`config.mk`:
```
export PLATFORM = sky130hd
export DESIGN_NAME = ro_puf_ctrl
export DESIGN_NICKNAME = d
export VERILOG_FILES = /design/src/rtl/ropuf_pkg.sv /design/src/rtl/ro_edge_counter.sv /design/src/rtl/ro_puf_ctrl.sv
export SDC_FILE = /design/constraint.sdc
export NUM_CORES = 1
export LEC_CHECK = 0
export ABC_CLOCK_PERIOD_IN_PS = 5000
export CAP_MARGIN = 20
export CORE_UTILIZATION = 64
export DETAILED_ROUTE_END_ITERATION = 8
export PLACE_DENSITY = 0.87
export SLEW_MARGIN = 5
export SYNTH_ARGS = -nofsm -noshare
export SYNTH_HDL_FRONTEND = slang
export SYNTH_SLANG_ARGS = --single-unit
```
`constraint.sdc`:
```
create_clock -name clk -period 5 [get_ports clk]
set_input_delay 1 -clock clk [delete_from_list [all_inputs] [get_ports clk]]
set_output_delay 1 -clock clk [all_outputs]
set_load 0.01 [all_outputs]
```
`src/rtl/ropuf_pkg.sv`:
```
// ropuf_pkg -- shared types and defaults for the ring-oscillator PUF sequencer.
//
// Contents:
//   state_e   : sequencer states (IDLE, SETTLE, COUNT, COMPARE, DONE)
//   DEF_*     : default parameter values used by ro_puf_ctrl
//   MEAS_REP  : measurements taken per oscillator pair. This is 3 (majority vote)
//               when RO_PUF_MAJORITY_EN is defined and 1 otherwise.
package ropuf_pkg;

  typedef enum logic [2:0] {
    ST_IDLE,
    ST_SETTLE,
    ST_COUNT,
    ST_COMPARE,
    ST_DONE
  } state_e;

  localparam int DEF_N_RO      = 16;
  localparam int DEF_SEL_W     = 4;
  localparam int DEF_CNT_W     = 16;
  localparam int DEF_WINDOW    = 1024;
  localparam int DEF_SETTLE    = 8;
  localparam int DEF_RESP_BITS = 8;

`ifdef RO_PUF_MAJORITY_EN
  localparam int MEAS_REP = 3;
`else
  localparam int MEAS_REP = 1;
`endif

endpackage

```
`src/rtl/ro_edge_counter.sv`:
```
// ro_edge_counter -- counts rising edges of an asynchronous oscillator signal.
//
// The ro input passes through a 2-flop synchroniser. A rising-edge detector
// follows the synchroniser, and a saturating counter follows the detector.
//
// Ports:
//   clk, rst : system clock, asynchronous active-high reset
//   ro       : asynchronous oscillator input
//   en       : count detected edges while high
//   clr      : synchronous clear (has priority over en)
//   cnt      : edge count; holds at all-ones once saturated
module ro_edge_counter #(
  parameter int CNT_W = 16
) (
  input  logic             clk,
  input  logic             rst,
  input  logic             ro,
  input  logic             en,
  input  logic             clr,
  output logic [CNT_W-1:0] cnt
);

  logic [1:0] sync_q;
  logic       prev_q;
  logic       rise;

  // NOTE: sequential state uses non-blocking assignments only, so every flop
  // samples the pre-edge value of its neighbour (the synchroniser chain depends
  // on this).
  always_ff @(posedge clk or posedge rst) begin
    if (rst) begin
      sync_q <= '0;
      prev_q <= 1'b0;
    end else begin
      sync_q <= {sync_q[0], ro};
      prev_q <= sync_q[1];
    end
  end

  assign rise = sync_q[1] & ~prev_q;

  always_ff @(posedge clk or posedge rst) begin
    if (rst) begin
      cnt <= '0;
    end else if (clr) begin
      cnt <= '0;
    end else if (en && rise && (cnt != '1)) begin
      cnt <= cnt + CNT_W'(1);
    end
  end

endmodule

```
`src/rtl/ro_puf_ctrl.sv`:
```
// ro_puf_ctrl -- sequencer for the ring-oscillator PUF.
//
// For each response bit i, the sequencer selects oscillator pair
// (2i ^ chal, 2i+1 ^ chal) on muxes A and B. It then waits SETTLE cycles,
// counts rising edges of both mux outputs for WINDOW cycles, and sets
// response[i] = (count_a > count_b). Equal counts give a 0 bit and set the
// sticky tie flag.
// When RO_PUF_MAJORITY_EN is defined, each pair is measured three times and
// response[i] is the majority of the three comparisons.
//
// Ports:
//   clk, rst       : system clock, asynchronous active-high reset
//   start          : one-cycle run request, accepted in IDLE only
//   challenge      : XOR mask on pair indices, latched on an accepted start
//   ro_a, ro_b     : asynchronous outputs of RO muxes A and B
//   sel_a, sel_b   : mux selects; these hold their last value in IDLE
//   ro_en          : ring-oscillator enable
//   busy           : run in progress
//   done           : one-cycle pulse when response/tie are valid
//   response       : response word, bit i from pair i
//   tie            : some pair measured equal counts during the last run
module ro_puf_ctrl
  import ropuf_pkg::*;
#(
  parameter int N_RO      = DEF_N_RO,
  parameter int SEL_W     = DEF_SEL_W,
  parameter int CNT_W     = DEF_CNT_W,
  parameter int WINDOW    = DEF_WINDOW,
  parameter int SETTLE    = DEF_SETTLE,
  parameter int RESP_BITS = DEF_RESP_BITS
) (
  input  logic                 clk,
  input  logic                 rst,
  input  logic                 start,
  input  logic [SEL_W-1:0]     challenge,
  input  logic                 ro_a,
  input  logic                 ro_b,
  output logic [SEL_W-1:0]     sel_a,
  output logic [SEL_W-1:0]     sel_b,
  output logic                 ro_en,
  output logic                 busy,
  output logic                 done,
  output logic [RESP_BITS-1:0] response,
  output logic                 tie
);

  // A pair index needs one bit fewer than a select: sel = {pair, a/b} ^ chal.
  localparam int PAIR_W  = $clog2(N_RO / 2);
  localparam int TMR_MAX = (SETTLE > WINDOW) ? SETTLE : WINDOW;
  localparam int TMR_W   = $clog2(TMR_MAX + 1);
  localparam logic [1:0] VOTE_MIN = 2'((MEAS_REP + 1) / 2);

  state_e             state_q, state_d;
  logic [SEL_W-1:0]   chal_q;
  logic [PAIR_W-1:0]  pair_q;
  logic [PAIR_W-1:0]  pair_inc;
  logic [1:0]         rep_q;
  logic [1:0]         votes_q;
  logic [1:0]         vote_total;
  logic [TMR_W-1:0]   tmr_q;
  logic [CNT_W-1:0]   cnt_a, cnt_b;
  logic               cnt_en, cnt_clr;
  logic               settle_end, window_end, last_pair, last_rep;
  logic               cmp_bit, cmp_tie, maj_bit;

  // ---------------------------------------------------------------- counters
  ro_edge_counter #(.CNT_W(CNT_W)) u_cnt_a (
    .clk (clk),
    .rst (rst),
    .ro  (ro_a),
    .en  (cnt_en),
    .clr (cnt_clr),
    .cnt (cnt_a)
  );

  ro_edge_counter #(.CNT_W(CNT_W)) u_cnt_b (
    .clk (clk),
    .rst (rst),
    .ro  (ro_b),
    .en  (cnt_en),
    .clr (cnt_clr),
    .cnt (cnt_b)
  );

  // ---------------------------------------------------------------- decodes
  assign settle_end = (tmr_q == TMR_W'(SETTLE - 1));
  assign window_end = (tmr_q == TMR_W'(WINDOW - 1));
  assign last_pair  = (pair_q == PAIR_W'(RESP_BITS - 1));
  assign last_rep   = (rep_q == 2'(MEAS_REP - 1));
  assign pair_inc   = pair_q + PAIR_W'(1);

  // Saturated counters compare equal, so two saturated counts are a tie.
  assign cmp_bit    = (cnt_a > cnt_b);
  assign cmp_tie    = (cnt_a == cnt_b);
  assign vote_total = votes_q + {1'b0, cmp_bit};
  assign maj_bit    = (vote_total >= VOTE_MIN);

  // ---------------------------------------------------------------- FSM
  always_ff @(posedge clk or posedge rst) begin
    if (rst) state_q <= ST_IDLE;
    else     state_q <= state_d;
  end

  // NOTE: every combinational output gets a default before the case, so no
  // path leaves a signal unassigned and no latch is inferred.
  always_comb begin
    state_d = state_q;
    case (state_q)
      ST_IDLE:    if (start) state_d = ST_SETTLE;
      ST_SETTLE:  if (settle_end) state_d = ST_COUNT;
      ST_COUNT:   if (window_end) state_d = ST_COMPARE;
      ST_COMPARE: state_d = (last_rep && last_pair) ? ST_DONE : ST_SETTLE;
      ST_DONE:    state_d = ST_IDLE;
      default:    state_d = ST_IDLE;
    endcase
  end

  always_comb begin
    busy    = 1'b0;
    ro_en   = 1'b0;
    done    = 1'b0;
    cnt_en  = 1'b0;
    cnt_clr = 1'b1;
    case (state_q)
      ST_SETTLE:  begin busy = 1'b1; ro_en = 1'b1; end
      ST_COUNT:   begin busy = 1'b1; ro_en = 1'b1; cnt_en = 1'b1; cnt_clr = 1'b0; end
      // The counts are still read in COMPARE. The clear takes effect at the end
      // of this cycle.
      ST_COMPARE: begin busy = 1'b1; ro_en = 1'b1; end
      ST_DONE:    begin busy = 1'b1; done = 1'b1; end
      default:    ;
    endcase
  end

  // Phase timer: restarts on every state change and measures SETTLE/COUNT length.
  always_ff @(posedge clk or posedge rst) begin
    if (rst) begin
      tmr_q <= '0;
    end else if (state_d != state_q) begin
      tmr_q <= '0;
    end else if (state_q == ST_SETTLE || state_q == ST_COUNT) begin
      tmr_q <= tmr_q + TMR_W'(1);
    end
  end

  // ---------------------------------------------------------------- datapath
  always_ff @(posedge clk or posedge rst) begin
    if (rst) begin
      chal_q   <= '0;
      pair_q   <= '0;
      rep_q    <= '0;
      votes_q  <= '0;
      sel_a    <= '0;
      sel_b    <= '0;
      response <= '0;
      tie      <= 1'b0;
    end else begin
      case (state_q)
        ST_IDLE: begin
          if (start) begin
            chal_q   <= challenge;
            pair_q   <= '0;
            rep_q    <= '0;
            votes_q  <= '0;
            sel_a    <= challenge;
            sel_b    <= challenge ^ SEL_W'(1);
            response <= '0;
            tie      <= 1'b0;
          end
        end
        ST_COMPARE: begin
          if (cmp_tie) tie <= 1'b1;
          if (last_rep) begin
            for (int b = 0; b < RESP_BITS; b++) begin
              if (PAIR_W'(b) == pair_q) response[b] <= maj_bit;
            end
            rep_q   <= '0;
            votes_q <= '0;
            if (!last_pair) begin
              pair_q <= pair_inc;
              sel_a  <= SEL_W'({pair_inc, 1'b0}) ^ chal_q;
              sel_b  <= SEL_W'({pair_inc, 1'b1}) ^ chal_q;
            end
          end else begin
            rep_q   <= rep_q + 2'd1;
            votes_q <= vote_total;
          end
        end
        default: ;
      endcase
    end
  end

endmodule

```
## Word level (Yosys, flattened, before mapping)

Cells that the tools add are included.

| word-level totals | value |
|---|---|
| bits of input ports | 9 |
| output and inout port bits | 20 |
| register bits | 80 |

| operators by class | value |
|---|---|
| mux-type cells | 46 |
| bitwise operators | 7 |
| equal/unequal tests | 32 |
| reduce and logical (&&, ||, !) cells | 25 |
| magnitude comparators | 2 |
| $add $sub $neg | 6 |

Operators by type and width:

| cell | number |
|---|---|
| $mux 16 | 4 |
| $reduce_and 4->1 | 9 |
| $add 16x1->16 const B | 2 |
| $ne 16x16->1 const B | 2 |
| $mux 4 | 6 |
| $ne 2x2->1 const B | 12 |
| $mux 11 | 2 |
| $mux 3 | 7 |
| $eq 16x16->1 | 1 |
| $gt 16x16->1 | 1 |
| $mux 8 | 2 |
| $pmux 4 s2 | 2 |
| $pmux 8 s2 | 1 |
| $mux 1 | 14 |
| $eq 3x3->1 const A | 4 |
| $pmux 3 s4 | 1 |
| $add 11x1->11 const B | 1 |
| $eq 11x10->1 const B | 1 |
| $eq 11x3->1 const B | 1 |
| $pmux 2 s2 | 2 |
| $xor 4x4->4 | 2 |
| $eq 2x3->1 const A | 2 |
| $eq 3x2->1 const B | 2 |
| $eq 3x3->1 const B | 2 |
| 22 further kinds | 35 |

## Depth between registers and ports, before layout

Gate-level depths: netlist of the first run.

| depth | value |
|---|---|
| depth after elaboration | 6 |
| depth in mapped cells | 11 |

## By module

A second synthesis of the first run with hierarchy kept.

| second synthesis, totals | value |
|---|---|
| cells, all modules | 469 |
| area total of the unflattened synthesis | 4,559.4 µm² |

By module, submodules not included:

| module | area an instance (µm²) | times used | cells each |
|---|---|---|---|
| ro_puf_ctrl | 2,494.9 | 1 | 263 |
| ro_edge_counter | 1,032.2 | 2 | 103 |

## Worst setup path after synthesis of the first run

Ideal clock, no wire load.

| timing | value |
|---|---|
| kind | reg-to-reg |
| from | register u_cnt_b.cnt[13] |
| to | register response[0] |
| arrival | 2.056 ns |
| cell stages (with the launch flop) | 10 |
| path slack | 2.819 ns |
| cells stage by stage | dfrtp_1 -> inv_1 -> ha_1 -> nand4_1 -> nor4_1 -> a31oi_1 -> ha_1 -> xnor2_1 -> a21oi_1 -> mux2_2 |

| on the way | value |
|---|---|
| word-level cells in the longest chain between the ends | 6 |

Ends and longest elaborated chain:

| item | line | source |
|---|---|---|
| from (decl) | ro_edge_counter.sv:20 | `output logic [CNT_W-1:0] cnt` |
| from (signal assigned) | ro_edge_counter.sv:48 | `cnt <= cnt + CNT_W'(1);` |
| $gt 16x16->1 | ro_puf_ctrl.sv:93 | `assign cmp_bit = (cnt_a > cnt_b);` |
| $add 2x1->2 | ro_puf_ctrl.sv:95 | `assign vote_total = votes_q + {1'b0, cmp_bit};` |
| $ge 2x1->1 | ro_puf_ctrl.sv:96 | `assign maj_bit = (vote_total >= VOTE_MIN);` |
| $mux 1 | ro_puf_ctrl.sv:175 | `if (PAIR_W'(b) == pair_q) response[b] <= maj_bit;` |
| $mux 8 | ro_puf_ctrl.sv:173 | `if (last_rep) begin` |
| $pmux 8 s2 | ro_puf_ctrl.sv:158 | `case (state_q)` |
| to (signal, indexed assignment) | ro_puf_ctrl.sv:175 |  |
| to (decl) | ro_puf_ctrl.sv:43 | `output logic [RESP_BITS-1:0] response,` |

No other way between the ends. The select of a mux whose other input is x is not followed.
A chain may end at the register's enable or synchronous reset.

## Worst setup path in the final report of the first run

| timing | value |
|---|---|
| from | register state_q[1] |
| to | output port busy |

| on the way | value |
|---|---|
| word-level cells in the longest chain between the ends | 3 |
| elaborated cells on any way between the ends | 6 |
| those cells by class | 4 x eq/ne; 1 x mux; 1 x reduce/logical |

Ends and longest elaborated chain:

| item | line | source |
|---|---|---|
| from (decl) | ro_puf_ctrl.sv:53 | `state_e state_q, state_d;` |
| from (signal assigned) | ro_puf_ctrl.sv:101 | `else state_q <= state_d;` |
| $eq 3x1->1 (tied with other cells) | ro_puf_ctrl.sv:124 | `case (state_q)` |
| $reduce_or 4->1 (no source line) (*) | - |  |
| $mux 1 (*) | ro_puf_ctrl.sv:124 |  |
| to (decl) | ro_puf_ctrl.sv:41 | `output logic busy,` |

Mark *: on every way between the ends. The rest lies on a longest branch, timed or not.

==> results of run 1 <==
## worst reg2reg max path: stages, from the launching register on
cell and delay (ps):
dfrtp_1 460, inv_1 80, ha_1 290, nand4_1 160
nor4_1 480, a31oi_1 120, ha_1 220, xnor2_1 140
a21oi_1 520, mux2_2 280
## routing by layer
metal | vias to the layer above | track usage (%) | part of all wire, %
met4 | 0 | 12.48 | 2.1
met2 | 136 | 47.43 | 49
met1 | 1810 | 36.95 | 43
li1 | 1748 | - | -
met5 | - | 0 | 0
met3 | 20 | 5.350 | 5.2
## worst paths after layout
path                       cells after the start           endpoint  slack, ps
setup / recovery                               3               busy       2070
hold / removal                                 0  u_cnt_b.sync_q[1]        360
setup reg to reg                               9        response[4]       2200
hold reg to reg                                0  u_cnt_b.sync_q[1]        360
max in group asynchronous                      4     u_cnt_b.cnt[7]       3130
min in group asynchronous                      2  u_cnt_a.sync_q[0]        940
## flip-flops by register name (all words and copies together), names as in the netlist
name and cells:
chal_q 4, pair_q 3, rep_q 2, response 8, sel_a 4, sel_b 1, state_q 3, tie 1
tmr_q 11, u_cnt_a.cnt 16, u_cnt_a.prev_q 1, u_cnt_a.sync_q 2, u_cnt_b.cnt 16, u_cnt_b.prev_q 1, u_cnt_b.sync_q 2, votes_q 2
## cells by family (layout without fill, tap and decap cells)
logic type	count (synthesis)	after routing	share of synthesized area, %
XOR/XNOR	17	17	3.362
AO/OA/AOI/OAI	96	96	13.39
buffers and inverters	46	74	4.294
AND/OR/NAND/NOR	183	183	22.49
adder cells (fa/ha/maj)	28	28	7.910
multiplexers	21	21	5.057
flip-flops	77	77	43.50
## per-stage QoR
step / std cells / hold WS (ps) / util (%) / setup slack [ps] / cell area (um^2)
after detailed placement: 556 / 336.4 / 72.39 / 2047 / 4728
after global placement: 556 / 331.5 / 72.39 / 2150 / 4728
after CTS: 572 / 355.8 / 75.33 / 2045 / 4920
after floorplan: 468 / 331.2 / - / 2033 / 4429
after global routing: 573 / 362.3 / 75.63 / 1992 / 4940
final: 573 / 355.6 / 75.63 / 2071 / 4940
## power breakdown
group / internal, mW / total, mW / switching, mW
clock network: 0.241 / 0.473 / 0.232
registers: 0.670 / 0.735 / 0.0649
logic: 0.135 / 0.314 / 0.180
## Yosys cell counts (5+ instances only)
library cell and instances:
a211oi_1 9, a21oi_1 36, a31oi_1 5, and3_1 6, clkbuf_1 9, dfrtp_1 77, ha_1 28, inv_1 28
mux2_2 11, mux2i_1 10, nand2_1 51, nand3_1 18, nand4_1 16, nor2_1 32, nor3_1 7, nor4_1 9
o21ai_0 20, o41ai_1 5, or3_1 9, or4_1 6, xnor2_1 8, xor2_1 9
## area by class of cell
class | count | area, um^2
repair buffers | 30 | 307.8
clock buffers | 11 | 141.4
flip-flops and latches | 77 | 1927
multi-input cells | 345 | 2312
fillers | 441 | 1592
clock inverters | 5 | 50.05
inverters | 28 | 105.1
well taps | 77 | 96.34
==> results.cfg, run 1 <==
[synth]
ys_ff_latch = 77
syn_inst = 468
synthDistinctLibCells = 55
synth-edff-count = 0
yosysTopAreaCell = dfrtp_1
synth_nets = 505
yosysSeqAreaShare_pct = 43.50
synth_flop_cell = dfrtp_1
synth.yosys.warnings = 0
syn_area_um2 = 4429
synthArstFlopShare_pct = 100.0
synth_top_area_share_pct = 43.50
ys_top_cells_by_area = dfrtp_1, ha_1, nand2_1
avgSynthCellArea_um2 = 9.464

[worst_setup_path]
timing.critical_path.max_delay_family = buffers and inverters
slowest_stage = clkdlybuf4s50_1
worstSetupStartpoint = state_q[1]
cp_slowest_stage_delay_ps = 560
endpoint_kind = output pin
path_max_fanout = 14
required_ps = 4000
crit_path_start_kind = flip-flop
r2r-start = u_cnt_b.cnt[11]
worstPathArrival_ps = 1930
critical_path_buf_inv_count = 1
path_cells = nor2_1 > xnor2_1 > clkdlybuf4s50_1
path_class = flip-flop to output pin

[floorplan]
chipWidth_um = 85.19
start_util_pct = 67.82
ioPinCount = 29
rows = 29
dieArea_um2 = 7257
design.core.area_um2 = 6531
fp.dieH_um = 85.19

[layout]
drive_gt1_share_pct = 8.065
layout.nets = 528
final_cell_mix = dfrtp_1, nand2_1, a21oi_1
area.growth.synth_to_final_pct = 11.53
final_common_cell = dfrtp_1
antenna_cells = 0

[power]
total_power_mw = 1.523
p_leak_nw = 2.194
power.density_nw_per_um2 = 308.3
vdd_drop_max_mv = 0.1681

[timing]
worst_pin_slew_ps = 963.9
relSlewSlack_pct = 35.74
report.final.hold_viol_count = 0
rsz0062_at_grt = no
period_share_pct = 58.59
slew_viol_final = 0
fmax_ghz = 0.3414
setup_tns_ps = 0
setup_viol = 0
fin_crit_ps = 2929
skew_ps = 11.78

[clocking]
cts.clk_slew.worst_paths_ps = 80
clk_latency_ps = 350
cts_inserted_buffers = 9
clock-root-buffer = clkbuf_8
cts_buffer_depth = 2
htree_levels = 3
hold_buffers = 0
cts_resized = 0
cts_num_sinks = 77
cts_tree = built
cts_setup_buffers = 0

[route]
post-route-drc-count = 0
antenna_left = 0
drt-vias-per-instance = 6.482
vias = 3714
wl_per_cell_um = 16.90
drt-pass1-iter-count = 5
wl_um = 9683
dr.first_iter.drc_count = 258

[placement]
place_congestion = 0.8700
place_hpwl_um = 6709
io_buffers = 28

[hold_path]
hold_path_class = flip-flop to flip-flop
min_from = u_cnt_b.sync_q[0]

[global_route]
grt_pass1_wl_um = 16340
grt-ovfl-total = 0
antenna_found_initial = 0
track_usage_pct = 28.63
first_global_vias = 3565
grt_max_degree = 51

[flow_run]
max_cap_violations = 0

[status]
status = finished, final reports clean
(Power assumes the default switching activity.)
==> run 2: changes to the inputs <==
- ABC_CLOCK_PERIOD_IN_PS: 5000 -> 2800
- CORE_UTILIZATION: 64 -> 59
- PLACE_DENSITY: 0.87 -> 0.82
- clock period: 5 -> 2.8 ns (I/O delays scaled with it)
==> run 2 against run 1 <==
Net effect: clock power grew 99%; sequential cell count is the same; setup slack lost 1800 ps; largest cell class unchanged; global-route usage shrank 0.32 points.
==> results.cfg, run 2 (same netlist as run 1, synthesis figures left out) <==
[status]
status = finished, final reports clean

[worst_setup_path]
path_cells = inv_1 > ha_1 > nand4_1 > nor4_1 > a31oi_1 > ha_1 > xnor2_1 > a21oi_2 > mux2_2
crit_path_start_kind = flip-flop
worstPathArrival_ps = 2750
slowest_stage = dfrtp_1
critical_path_buf_inv_count = 1
path_common_cell = ha_1
path_class = flip-flop to flip-flop
timing.critical_path.max_delay_family = simple AND/OR/NAND/NOR gates
path_max_fanout = 8
endpoint_kind = flip-flop
cp_slowest_stage_delay_ps = 470
worst-r2r-setup-slack_ps = 300
required_ps = 3050

[placement]
place_hpwl_um = 6950
place_worst_setup_slack_ps = 164.1
dpl-instance-area_um2 = 4843
io_buffers = 28
place_congestion = 0.8421
dp.cells = 588

[layout]
final_common_cell = dfrtp_1
antenna_cells = 0
multi_input_area_um2 = 2316
area.growth.synth_to_final_pct = 14.29
drive_gt1_share_pct = 9.901
layout.nets = 537
finalNonFillerCells = 604
fin_area_um2 = 5062
final_cell_mix = dfrtp_1, nand2_1, a21oi_1
nFillCells = 561
regArea_um2 = 1927
reg.largest.list = u_cnt_a.cnt: 16 flops, u_cnt_b.cnt: 16 flops, tmr_q: 11 flops

[timing]
fmax_ghz = 0.3997
relSlewSlack_pct = 37.48
skew_ps = 14.94
report.final.hold_viol_count = 0
setup_viol = 0
setup_tns_ps = 0
rsz0062_at_grt = no
hold_ws_ps = 360.2
worst_pin_slew_ps = 926.0
period_share_pct = 89.36
fin_crit_ps = 2502
layout_setup_ws_ps = 298.0
slew_viol_final = 0

[floorplan]
design.core.area_um2 = 7253
fp.dieH_um = 88.65
chipWidth_um = 88.65
ioPinCount = 29
rows = 31
dieArea_um2 = 7858
start_util_pct = 61.07

[hold_path]
hold_path_class = flip-flop to flip-flop

[clocking]
cts_num_sinks = 77
cts_tree = built
clock-root-buffer = clkbuf_8
htree_levels = 3
cts_inserted_buffers = 9
cts.clk_slew.worst_paths_ps = 90
clk_latency_ps = 360
cts_buffer_depth = 2

[global_route]
antenna_found_initial = 0
grt_use_met1_pct = 36.53
first_global_vias = 3636
grt_pass1_wl_um = 16930
grtUsageMet3_pct = 7.090
grt-ovfl-total = 0
top_usage_layer = met2
grt_max_degree = 30
grt_use_met2_pct = 46.08
track_usage_pct = 28.31

[route]
dr.first_iter.drc_count = 232
wl_um = 10140
drt-vias-per-instance = 6.157
antenna_left = 0
wl_per_cell_um = 16.78
post-route-drc-count = 0
drt-pass1-iter-count = 5
vias = 3719

[power]
p_leak_nw = 2.233
power.density_nw_per_um2 = 559.7
vdd_drop_max_mv = 0.2913

[flow_run]
max_cap_violations = 0
## run 2: cell count changes in the layout (fill, tap and decap cells not counted), sizes merged
cell / delta
clkinv: -3
clkbuf: -1
clkinvlp: +3
bufinv: +1
buf: +9
## run 2: area by class of cell
type | count | share of cell area [%]
tap | 99 | 2.447
clock inverter | 6 | 1.730
clock buffer | 10 | 2.521
multi-input combinational | 345 | 45.75
sequential | 77 | 38.06
inverter | 28 | 2.076
timing repair buffer | 39 | 7.415
## run 2: routing by layer
layer	routed length, um	up-vias
met5	0	-
met4	201	0
met3	646	21
met2	4879	137
met1	4410	1788
li1	-	1773
## run 2: final timing paths
kind / start / endpoint / cells past startpoint
hold reg to reg: u_cnt_a.sync_q[0] / u_cnt_a.sync_q[1] / 0
setup / recovery: u_cnt_b.cnt[11] / response[6] / 9
max in group asynchronous: rst / u_cnt_b.cnt[3] / 3
hold / removal: u_cnt_a.sync_q[0] / u_cnt_a.sync_q[1] / 0
setup reg to reg: u_cnt_b.cnt[11] / response[6] / 9
min in group asynchronous: rst / u_cnt_b.cnt[10] / 2
## run 2: per-stage QoR
step | utilization (%) | power, mW
2_1_floorplan | - | 1.713
3_3_place_gp | 66.78 | 1.858
3_5_place_dp | 66.78 | 1.896
4_1_cts | 69.74 | 2.833
5_1_grt | 69.79 | 3.005
6_report | 69.79 | 2.834
## run 2: report_power, final
group	internal (mW)	switching, mW
Sequential	1.20	0.108
Clock	0.501	0.441
Combinational	0.253	0.334
Total	1.95	0.884
## run 2: repair_timing
item                                    4_1_cts  5_1_grt
buffers inserted                              0        0
gates resized for setup                       0        1
hold buffers                                  0        0
endpoints found under the setup margin        0        8
==> run 3: changes to the inputs <==
- CORE_UTILIZATION: 59 -> 60
- PLACE_DENSITY: 0.82 -> 0.83
- SYNTH_HIERARCHICAL: default -> 1
==> run 3 against run 2 <==
Net effect: global-route usage decreased by 2.8 points; synthesized area increased by 2.9%; maximum frequency decreased by 3.8%; clock power increased by 7%; routed wire length decreased by 7.9%; first-iteration DRC count decreased by 44%; die area increased by 1.2%; design area increased by 1.8%; synthesized cell count increased by 0.21%; critical path type unchanged; largest cell class unchanged; largest power group unchanged.
==> results.cfg, run 3 <==
[synth]
yosysSeqAreaShare_pct = 42.26
synth.yosys.warnings = 6
synth_flop_cell = dfrtp_1
syn_area_um2 = 4559
synthDistinctLibCells = 54
synth-edff-count = 0
avgSynthCellArea_um2 = 9.721
ys_ff_latch = 77
synthArstFlopShare_pct = 100.0
synth_nets = 506
synth_top_area_share_pct = 42.26
yosysTopAreaCell = dfrtp_1
synthTopCellsByCount = dfrtp_1, a21oi_1, inv_1, nor2_1, nand2_1
ys_top_cells_by_area = dfrtp_1, ha_1, a21oi_1
yosysMostFrequentCell = dfrtp_1
syn_inst = 469

[layout]
fin_area_um2 = 5151
regArea_um2 = 1927
multi_input_area_um2 = 2394
nFillCells = 568
reg.largest.list = u_cnt_a/cnt: 16 flops, u_cnt_b/cnt: 16 flops, tmr_q: 11 flops
area.growth.synth_to_final_pct = 12.98
antenna_cells = 0
final_cell_mix = dfrtp_1, a21oi_1, inv_1
final_common_cell = dfrtp_1
layout.nets = 535
drive_gt1_share_pct = 11.93

[floorplan]
ioPinCount = 29
rows = 31
start_util_pct = 62.53
fp.dieH_um = 89.17
design.core.area_um2 = 7292
chipWidth_um = 89.17
dieArea_um2 = 7951

[power]
power.density_nw_per_um2 = 522.9
vdd_drop_max_mv = 0.3508
power.internal_mw = 1.961
p_leak_nw = 2.199
p_switching_uw = 732.8
p_seq_share_pct = 46.7
clockPowerShare_pct = 37.6
total_power_mw = 2.694
netSwitchingFraction_pct = 27.20
combPwrFrac_pct = 15.6

[status]
status = finished, final reports clean

[placement]
dpl-instance-area_um2 = 4888
place_congestion = 0.7847
place_hpwl_um = 6569
io_buffers = 28

[worst_setup_path]
worstPathArrival_ps = 2840
timing.critical_path.max_delay_family = simple AND/OR/NAND/NOR gates
worst-r2r-setup-slack_ps = 200
slowest_stage = nor4_2
endpoint_kind = flip-flop
critical_path_buf_inv_count = 1
path_class = flip-flop to flip-flop
cp_slowest_stage_delay_ps = 430
r2r_end = response[3]
crit_path_start_kind = flip-flop
path_common_cell = ha_1
required_ps = 3040
cp_num_cells = 9
worstRegToRegCells = 9
path_cells = inv_1 > ha_1 > nand4_1 > nor4_2 > a21oi_1 > ha_1 > xor2_1 > nor2_2 > o41ai_1
path_max_fanout = 8
r2r-start = u_cnt_b/cnt[14]

[global_route]
grt-ovfl-total = 0
grt_max_degree = 40
first_global_vias = 3418
antenna_found_initial = 0
grt_pass1_wl_um = 15480
track_usage_pct = 25.56

[clocking]
clk_latency_ps = 350
htree_levels = 3
cts.clk_slew.worst_paths_ps = 80
cts_num_sinks = 77
clock-root-buffer = clkbuf_8
cts_resized = 0
cts_inserted_buffers = 9
cts_setup_buffers = 0
hold_buffers = 0
cts_buffer_depth = 2
cts_tree = built

[route]
wl_per_cell_um = 15.52
vias = 3595
wl_um = 9341
dr.first_iter.drc_count = 131
post-route-drc-count = 0
antenna_left = 0
drt-vias-per-instance = 5.972
drt-pass1-iter-count = 4

[hold_path]
min_path_cells = 0
min_from = u_cnt_b/sync_q[0]
worstHoldEndpoint = u_cnt_b/sync_q[1]
hold_path_class = flip-flop to flip-flop

[timing]
hold_ws_ps = 359.2
setup_viol = 0
slew_viol_final = 0
skew_ps = 6.860
relSlewSlack_pct = 39.21
report.final.hold_viol_count = 0
fmax_ghz = 0.3846
worst_pin_slew_ps = 911.8
period_share_pct = 92.87
fin_crit_ps = 2600

[flow_run]
max_cap_violations = 0
run 3: stage by stage:
step / setup TNS (ps) / std cells / setup WS [ps] / util [%]
5_1_grt: -27.18 / 602 / -16.82 / 70.64
4_1_cts: 0 / 602 / 33.22 / 70.32
2_1_floorplan: 0 / 469 / 522.0 / -
3_5_place_dp: 0 / 586 / 48.28 / 67.04
3_3_place_gp: 0 / 586 / 211.9 / 67.04
6_report: 0 / 602 / 199.6 / 70.64
run 3: how the worst max path moves through the flow:
stage,start,endpoint
finish,u_cnt_b/cnt[14],response[3]
detailed placement,u_cnt_b/cnt[14],response[3]
floorplan,u_cnt_a/cnt[1],response[0]
global placement,u_cnt_b/cnt[14],response[1]
global route,u_cnt_b/cnt[14],response[3]
CTS,u_cnt_b/cnt[14],response[3]
run 3: power by group through the flow:
stage               registers [mW]  logic [mW]  clock network [mW]
finish                        1.26       0.421                1.01
detailed placement            1.28       0.408                   0
global route                  1.27       0.490                1.08
CTS                           1.26       0.410                1.03
floorplan                     1.28       0.266                   0
global placement              1.28       0.391                   0
run 3: cell families (layout without fill, tap and decap cells):
family                     count (synthesis)  after routing  synth area share [%]
DFF                                       77             77                 42.26
xor gates and xnor gates                  16             16                 3.074
buffers and inverters                     51             85                 5.763
muxes                                     10             10                 2.470
and+or+nand+nor                          171            171                 23.11
adders and majority gates                 28             28                 7.684
AOI/OAI and AO/OA                        116            116                 15.64
run 3: area by class of cell:
| cell class | instances | share of cell area, % |
|---|---|---|
| sequential | 77 | 37.41 |
| timing repair buffer | 37 | 6.752 |
| inverter | 32 | 2.332 |
| tap | 99 | 2.405 |
| clock buffer | 10 | 2.478 |
| multi-input combinational | 341 | 46.47 |
| clock inverter | 6 | 2.162 |
run 3: routing by layer:
metal / share of wire, % / vias to the layer above / GRT usage [%] / routed length [um]
li1: - / 1772 / - / -
met1: 45 / 1747 / 31.94 / 4229
met2: 50 / 62 / 43.93 / 4705
met3: 2.9 / 14 / 5.355 / 271
met4: 1.4 / 0 / 9.235 / 135
met5: 0 / - / 0 / 0
